===== src/rtl/xsw_pkg.sv =====
// Shared switch definitions: payload field-offset helpers and the ingress burst FSM state.
// Payload layout, MSB first: dst | src | ocy | rel | body.
package xsw_pkg;

  typedef enum logic {StIdle, StBurst} xsw_fsm_e;

  function automatic int unsigned xsw_src_w(input int unsigned n);
    return (n > 1) ? $clog2(n) : 1;
  endfunction

  function automatic int unsigned xsw_body_w(input int unsigned p, input int unsigned lu_n,
                                             input int unsigned src_w);
    return p - lu_n - src_w - 2;
  endfunction

  function automatic int unsigned xsw_dst_lsb(input int unsigned p, input int unsigned lu_n);
    return p - lu_n;
  endfunction

  function automatic int unsigned xsw_src_lsb(input int unsigned p, input int unsigned lu_n,
                                              input int unsigned src_w);
    return p - lu_n - src_w;
  endfunction

  function automatic int unsigned xsw_ocy_pos(input int unsigned p, input int unsigned lu_n,
                                              input int unsigned src_w);
    return p - lu_n - src_w - 1;
  endfunction

  function automatic int unsigned xsw_rel_pos(input int unsigned p, input int unsigned lu_n,
                                              input int unsigned src_w);
    return p - lu_n - src_w - 2;
  endfunction

endpackage


===== src/rtl/xsw_fifo.sv =====
// Registered-storage beat FIFO; head is read straight from storage so it holds until popped.
module xsw_fifo #(
  parameter int unsigned Width = 16,
  parameter int unsigned Depth = 4,
  localparam int unsigned PtrW = $clog2(Depth),
  localparam int unsigned CntW = $clog2(Depth) + 1
) (
  input  logic             clk,
  input  logic             rstn,
  input  logic             push_i,
  input  logic [Width-1:0] data_i,
  input  logic             pop_i,
  output logic [Width-1:0] data_o,
  output logic [CntW-1:0]  count_o,
  output logic             full_o,
  output logic             empty_o
);

  logic [Width-1:0] mem_q [Depth];
  logic [PtrW-1:0]  wptr_q, wptr_d, rptr_q, rptr_d;
  logic [CntW-1:0]  count_q, count_d;
  logic             do_push, do_pop;

  always_comb begin
    full_o  = (count_q == CntW'(Depth));
    empty_o = (count_q == '0);
    do_push = push_i & ~full_o;
    do_pop  = pop_i & ~empty_o;
    wptr_d  = do_push ? wptr_q + PtrW'(1) : wptr_q;
    rptr_d  = do_pop ? rptr_q + PtrW'(1) : rptr_q;
    count_d = count_q;
    if (do_push && !do_pop) count_d = count_q + CntW'(1);
    else if (!do_push && do_pop) count_d = count_q - CntW'(1);
    data_o  = empty_o ? '0 : mem_q[rptr_q];
    count_o = count_q;
  end

  always_ff @(posedge clk or negedge rstn) begin
    if (!rstn) begin
      wptr_q  <= '0;
      rptr_q  <= '0;
      count_q <= '0;
    end else begin
      wptr_q  <= wptr_d;
      rptr_q  <= rptr_d;
      count_q <= count_d;
    end
  end

  always_ff @(posedge clk) begin
    if (do_push) mem_q[wptr_q] <= data_i;
  end

endmodule


===== src/rtl/xsw_ingress_framer.sv =====
// Ingress framer: tags upstream beats with dst/src/ocy/rel and queues them toward the switch.
// Bursts are closed by in_last or by the MAX_BEATS limit (the latter pulses trunc).
module xsw_ingress_framer
  import xsw_pkg::*;
#(
  parameter int unsigned N         = 2,
  parameter int unsigned M         = 3,
  parameter int unsigned P         = 16,
  parameter int unsigned SRC_ID    = 0,
  parameter int unsigned DEPTH     = 4,
  parameter int unsigned MAX_BEATS = 16,
  localparam int unsigned SRC_W    = xsw_src_w(N),
  localparam int unsigned LU_N     = $clog2(M),
  localparam int unsigned BODY_W   = xsw_body_w(P, LU_N, SRC_W),
  localparam int unsigned CNT_W    = $clog2(DEPTH) + 1
) (
  input  logic              clk,
  input  logic              rstn,
  input  logic              in_vld,
  output logic              in_rdy,
  input  logic [LU_N-1:0]   in_dst,
  input  logic              in_last,
  input  logic [BODY_W-1:0] in_body,
  output logic              vld_m,
  output logic [P-1:0]      pld_m,
  input  logic              gnt_m,
  output logic [CNT_W-1:0]  count,
  output logic              trunc
);

  localparam int unsigned BcW    = $clog2(MAX_BEATS + 1);
  localparam int unsigned DstLsb = xsw_dst_lsb(P, LU_N);
  localparam int unsigned SrcLsb = xsw_src_lsb(P, LU_N, SRC_W);
  localparam int unsigned OcyPos = xsw_ocy_pos(P, LU_N, SRC_W);
  localparam int unsigned RelPos = xsw_rel_pos(P, LU_N, SRC_W);

  xsw_fsm_e        state_q, state_d;
  logic [LU_N-1:0] dst_q, dst_d, dst;
  logic [BcW-1:0]  bcnt_q, bcnt_d, beat_n;
  logic            trunc_q, trunc_d;
  logic            push, pop, full, empty, ocy, at_max, close;
  logic [P-1:0]    pld_in;

  always_comb begin
    push    = in_vld & in_rdy;
    beat_n  = bcnt_q + BcW'(1);
    at_max  = (beat_n == BcW'(MAX_BEATS));
    close   = in_last | at_max;
    ocy     = (state_q == StIdle);
    dst     = ocy ? in_dst : dst_q;
    state_d = state_q;
    dst_d   = dst_q;
    bcnt_d  = bcnt_q;
    trunc_d = 1'b0;
    if (push) begin
      dst_d = dst;
      if (close) begin
        state_d = StIdle;
        bcnt_d  = '0;
        trunc_d = ~in_last;
      end else begin
        state_d = StBurst;
        bcnt_d  = beat_n;
      end
    end
  end

  always_comb begin
    pld_in                     = '0;
    pld_in[DstLsb +: LU_N]     = dst;
    pld_in[SrcLsb +: SRC_W]    = SRC_W'(SRC_ID);
    pld_in[OcyPos]             = ocy;
    pld_in[RelPos]             = close;
    pld_in[BODY_W-1:0]         = in_body;
  end

  always_ff @(posedge clk or negedge rstn) begin
    if (!rstn) begin
      state_q <= StIdle;
      dst_q   <= '0;
      bcnt_q  <= '0;
      trunc_q <= 1'b0;
    end else begin
      state_q <= state_d;
      dst_q   <= dst_d;
      bcnt_q  <= bcnt_d;
      trunc_q <= trunc_d;
    end
  end

  xsw_fifo #(
    .Width (P),
    .Depth (DEPTH)
  ) u_fifo (
    .clk     (clk),
    .rstn    (rstn),
    .push_i  (push),
    .data_i  (pld_in),
    .pop_i   (pop),
    .data_o  (pld_m),
    .count_o (count),
    .full_o  (full),
    .empty_o (empty)
  );

  always_comb begin
    in_rdy = ~full;
    vld_m  = ~empty;
    pop    = vld_m & gnt_m;
    trunc  = trunc_q;
  end

endmodule

===== config.mk =====
export PLATFORM = sky130hd
export DESIGN_NAME = xsw_ingress_framer
export DESIGN_NICKNAME = d
export VERILOG_FILES = /design/src/rtl/xsw_pkg.sv /design/src/rtl/xsw_fifo.sv /design/src/rtl/xsw_ingress_framer.sv
export SDC_FILE = /design/constraint.sdc
export NUM_CORES = 1
export LEC_CHECK = 0
export ABC_AREA = 1
export CAP_MARGIN = 20
export CORE_UTILIZATION = 43
export DETAILED_ROUTE_END_ITERATION = 12
export GPL_TIMING_DRIVEN = 0
export SYNTH_ARGS = -nofsm -noshare
export SYNTH_HDL_FRONTEND = slang
export SYNTH_SLANG_ARGS = --single-unit
export TNS_END_PERCENT = 5

===== constraint.sdc =====
create_clock -name clk -period 2.25 [get_ports clk]
set_clock_uncertainty 0.05 [all_clocks]
set_input_delay 0.3375 -clock clk [delete_from_list [all_inputs] [get_ports clk]]
set_output_delay 0.3375 -clock clk [all_outputs]
set_load 0.05 [all_outputs]

-- After elaboration in Yosys (flattened, before gate mapping)
Memories as Yosys holds them, arrays and structs flattened.
Cells that the tools add are included.
- memories kept: 1
- logic and storage cells: 40
- flip-flop bits (word level): 16
- memory bits (writable): 60
- memory list (memory ; words ; bits a word ; rd ports ; clocked after Yosys merged registers in ; wr ports ; RTL line ; source):
    u_fifo.mem_q ; 4 ; 15 ; 1 ; 0 ; 1 ; xsw_fifo.sv:19 ; logic [Width-1:0] mem_q [Depth];
- eq/ne operators: 2
- reduce and logical (&&, ||, !) cells: 6
- multiplexer cells: 10
- bitwise operators: 9
- add/subtract/negate cells: 5
- operators by type and width (cell ; number):
    16-bit two-way mux ; 1
    3-bit two-way mux ; 2
    5-bit by 1-bit adder with 5-bit output (second input constant) ; 1
    5-bit equality test (second input constant) ; 1
    1-bit two-way mux ; 5
    5-bit two-way mux ; 1
    2-bit by 1-bit adder with 2-bit output (second input constant) ; 2
    1-bit bitwise AND ; 4
    1-bit NOT ; 4
    3-bit by 1-bit adder with 3-bit output (second input constant) ; 1
    3-bit equality test (second input constant) ; 1
    3-bit zero test ; 1
    3-bit by 1-bit subtractor with 3-bit output (second input constant) ; 1
    1-bit logical AND ; 2
    1-bit zero test ; 2
    2-bit two-way mux ; 1
    2-bit nonzero test ; 1
    1-bit OR ; 1

-- Logic depth before layout (Yosys ltp)
- word-level depth: 8
- gate-level depth with buffers: 10
- gate-level depth less buffers: 10

-- By module
From an unflattened synthesis, not the netlist that was laid out.
- cell total of the unflattened synthesis: 375
- area, all modules: 3816.2 um^2
- by module, submodules not included (module ; area each (um^2) ; times used ; cells each):
    xsw_fifo ; 3319.4 ; 1 ; 310
    xsw_ingress_framer ; 496.7 ; 1 ; 65

-- Worst setup path before layout
OpenSTA, ideal clock, no wires.
- path kind: reg-to-output
- start: reg u_fifo.count_q[0], in the netlist u_fifo.count_o[0]
- end: out pld_m[0]
- stages on the path, launching flop included: 6
- setup slack: -0.301 ns
- arrival time: 2.164 ns
- path buffers: 1
- path through: dfrtp_1 -> inv_2 -> nand3_2 -> inv_1 -> buf_2 -> a21oi_1
- cells in the longest elaborated chain, start to end: 2
- RTL lines (element ; RTL line ; source):
    from (decl) ; xsw_fifo.sv:21 ; logic [CntW-1:0] count_q, count_d;
    from (signal assigned) ; xsw_fifo.sv:46 ; count_q <= count_d;
    3-bit zero test ; xsw_fifo.sv:26 ; empty_o = (count_q == '0);
    16-bit two-way mux ; xsw_fifo.sv:34 ; data_o = empty_o ? '0 : mem_q[rptr_q];
    to (decl) ; xsw_ingress_framer.sv:25 ; output logic [P-1:0] pld_m,
Every way passes these cells.

-- Worst setup path in the final report
- start: reg u_fifo.rptr_q[1]
- end: out pld_m[12]
- cells in the longest elaborated chain, start to end: 2
- RTL lines (element ; RTL line ; source):
    from (decl) ; xsw_fifo.sv:20 ; logic [PtrW-1:0] wptr_q, wptr_d, rptr_q, rptr_d;
    from (signal assigned) ; xsw_fifo.sv:45 ; rptr_q <= rptr_d;
    memory 4 x 15 bit ; -- ;
    16-bit two-way mux ; xsw_fifo.sv:34 ;
Every way passes these cells.

==> run metrics <==
data arrival time of the critical path=1.78 ns; sequential share of the synthesized area=68.0%; number of distinct standard cells referenced by the synthesized netlist=25; clock insertion delay at the later pin of the skew report=0.35 ns; routed via count=2,113; final cell area excluding filler cells=3940 µm²; GRT Total Usage=17.8%; Layout Area Growth over Synthesis=21.7%; global-route wire length before repair=9850 µm; Die H=88.8 µm; Post-Syn Area=3240 µm²; data required time of the critical path=1.86 ns; horizontal die dimension=88.8 µm; synthesized area per cell=11.4 µm²; Iter 0 DRT Violations=71; Worst Setup Slack, final=0.0860 ns; Worst slew margin=39.1%; placeable core region=7250 µm²; placed inst area=3760 µm²; worst-case hold slack=0.369 ns; pre-CTS WS=-0.185 ns; Setup Viol. Count Final=0; die outline area=7880 µm²; starting density of the core=44.6%; PD cells=1550 nW/µm²; critical path cell sequence=buf_4 > inv_4 > buf_2 > nor2_1 > o21ai_1 > a21oi_1 > buf_2; library cell used as clock root buffer=sky130_fd_sc_hd__clkbuf_8; antenna cell count=0; average wire length per cell after detail routing=14.4 µm; number of nets at the end of the flow=359; number of levels in the clock H-tree=3; DP Wirelength=4100 µm; Final Hold Vio Count=0; placer's final routability congestion estimate=0.799; endpoint kind of the worst setup timing path=output port; number of buffers inserted during clock tree synthesis=9; total overflow reported by the global router=0; number of fill cells=656; maximum number of pins on one net before global-route repair=17; Synth Register Bits=76; status=finished, final reports clean; clock transition at the registers of the reported paths=0.08 ns; setup bufs post-CTS=0; antenna-violating nets left=0; Max FO, Critical Path=10; warnings from Yosys=0; buffers added on ports=38; delay of the slowest cell on the worst path=0.32 ns; minimum clock period after layout=2.16 ns; final WL=6310 µm; Critical Path Slowest Stage Cell=sky130_fd_sc_hd__dfrtp_1; number of nets produced by synthesis=308; maximum capacitance violations=0; share of final-layout standard cells stronger than drive strength 1=16.8%; Lkg Pwr=1.53 nW; Max VDD drop=0.000674 V; Via-to-Cell Ratio=4.82; number of buffers added to fix hold violations after cts=0; Worst-Margin Slew=0.912 ns; # resized after CTS=54; number of cells produced by synthesis=283; worst-case clock buffer depth=2; number of antenna violations at the first check in global routing=0; drc violations=0; share of the clock period used by the worst path=96.2%; Setup crit start kind=flop; number of clock sinks=76; number of global-route vias before repair=1,946; Detailed Routing Iterations Pass 1=4; final number of max-transition violations=0; num rows=31; RSZ-0062 raised after global routing=no; critical path class=reg2out; crit-path most repeated cell=sky130_fd_sc_hd__buf_2; top-level port count=40; reg-to-reg slack, setup=0.25 ns; hold crit path type=in2async; Achievable Freq=462 MHz; CTS tree=built
## path summary, 6_finish.rpt
kind / startpoint / end / depth (start not counted)
setup / recovery: u_fifo.rptr_q[1] / pld_m[12] / 7
hold / removal: rstn / bcnt_q[0] / 1
setup reg to reg: u_fifo.count_o[0] / u_fifo.count_o[2] / 10
hold reg to reg: bcnt_q[4] / bcnt_q[4] / 2
max in group asynchronous: rstn / dst_q[1] / 1
min in group clk: bcnt_q[4] / bcnt_q[4] / 2
## cells in the mapped netlist
library cell                n  area share [%]
sky130_fd_sc_hd__o21ai_1   32             4.9
sky130_fd_sc_hd__inv_4      1            0.19
sky130_fd_sc_hd__xnor2_1    1            0.27
sky130_fd_sc_hd__nand2_1   21             2.4
sky130_fd_sc_hd__buf_2      3            0.46
sky130_fd_sc_hd__dfrtp_1   16              12
sky130_fd_sc_hd__nand4_1    2            0.39
sky130_fd_sc_hd__conb_1     1            0.12
sky130_fd_sc_hd__fa_1       1            0.62
sky130_fd_sc_hd__nand3_1    7             1.1
sky130_fd_sc_hd__nand2_2    1            0.19
sky130_fd_sc_hd__xor2_1     3            0.81
sky130_fd_sc_hd__o21ai_0    6            0.93
sky130_fd_sc_hd__buf_4      4            0.93
sky130_fd_sc_hd__nand3_2    3            0.93
sky130_fd_sc_hd__a21oi_1   18             2.8
sky130_fd_sc_hd__nor3_2     1            0.31
sky130_fd_sc_hd__nor2_2     1            0.19
sky130_fd_sc_hd__clkbuf_4   1            0.23
sky130_fd_sc_hd__edfxtp_1  60              56
sky130_fd_sc_hd__ha_1       6             2.3
sky130_fd_sc_hd__inv_2      4            0.46
sky130_fd_sc_hd__buf_6      4             1.4
sky130_fd_sc_hd__inv_1     17             2.0
sky130_fd_sc_hd__nor2_1    69             8.0
## worst max-delay path, delay by kind of cell, from the launching register on
family,cells,cell delay [ns]
buf+inv,4,0.74
flops,1,0.32
compound gates,2,0.24
simple gates,1,0.12
## registers in the layout, indices dropped and copies added (netlist names)
signal	flops
dst_q	2
state_q	1
trunc	1
u_fifo.wptr_q	2
u_fifo.count_o	3
bcnt_q	5
u_fifo.rptr_q	2
u_fifo.mem_q	60
## through the flow
stage | std cells | setup TNS, ns | utilization (%) | power (mW)
3_3_place_gp | 420 | -25.60 | 51.6 | 5.12
6_report | 438 | 0 | 54.3 | 6.09
5_1_grt | 438 | 0 | 54.3 | 6.47
2_1_floorplan | 283 | -14.81 | - | 4.19
4_1_cts | 438 | 0 | 55.1 | 6.23
3_5_place_dp | 422 | -1.36 | 51.9 | 5.17
## cells in the final DEF, fill, tap and decap left out, types with 2 or more instances in the layout
cell                              instances
sky130_fd_sc_hd__inv_4                    2
sky130_fd_sc_hd__inv_1                   16
sky130_fd_sc_hd__nand3_2                  3
sky130_fd_sc_hd__clkbuf_16                2
sky130_fd_sc_hd__a21oi_1                 18
sky130_fd_sc_hd__clkbuf_4                 2
sky130_fd_sc_hd__buf_2                   13
sky130_fd_sc_hd__dfrtp_1                 16
sky130_fd_sc_hd__clkdlybuf4s15_2          2
sky130_fd_sc_hd__nor2_2                   3
sky130_fd_sc_hd__clkbuf_1                 2
sky130_fd_sc_hd__clkdlybuf4s50_1         22
sky130_fd_sc_hd__ha_1                     6
sky130_fd_sc_hd__buf_4                    8
sky130_fd_sc_hd__o21ai_0                  6
sky130_fd_sc_hd__nor2_1                  67
sky130_fd_sc_hd__clkbuf_8                10
sky130_fd_sc_hd__o21ai_1                 32
sky130_fd_sc_hd__buf_6                    4
sky130_fd_sc_hd__edfxtp_1                60
sky130_fd_sc_hd__xor2_1                   3
sky130_fd_sc_hd__nand4_1                  2
sky130_fd_sc_hd__nand3_1                  7
sky130_fd_sc_hd__inv_2                    5
sky130_fd_sc_hd__nand2_1                 21
## metal layers
metal,part of all wire (%),vias to the layer above,global-route usage [%]
met5,0,-,0
met4,1.9,0,8.36
met2,46,34,27.0
met1,49,1004,24.8
li1,-,1062,-
met3,3.1,13,3.45
## cells by family (layout without fill, tap and decap cells)
group	count (synthesis)	in the layout	synth area share, %
XOR/XNOR	4	4	1.08
other	1	1	0.116
AND/OR/NAND/NOR	105	105	13.5
buffers and inverters	34	90	5.64
adder cells (fa/ha/maj)	7	7	2.94
flip-flops	76	76	68.0
AO/OA/AOI/OAI	56	56	8.66
## final cells by class
class                   instances  area [µm²]  area share, %
clock buffers                  14         195           4.95
multi-input cells             173         857           21.8
repair buffers                 40         340           8.64
plain buffers                  12         100           2.54
flip-flops and latches         76        2200           55.9
well taps                      99         124           3.14
inverters                      22        85.1           2.16
clock inverters                 2        36.3          0.921
## where the power goes
part           switching, mW  leakage, nW  internal (mW)
clock                  0.484        0.118          0.680
sequential             0.146        0.750           1.89
combinational           2.06        0.666          0.833
total                   2.69         1.53           3.40
No activity file was read; power rests on OpenSTA's default activity.
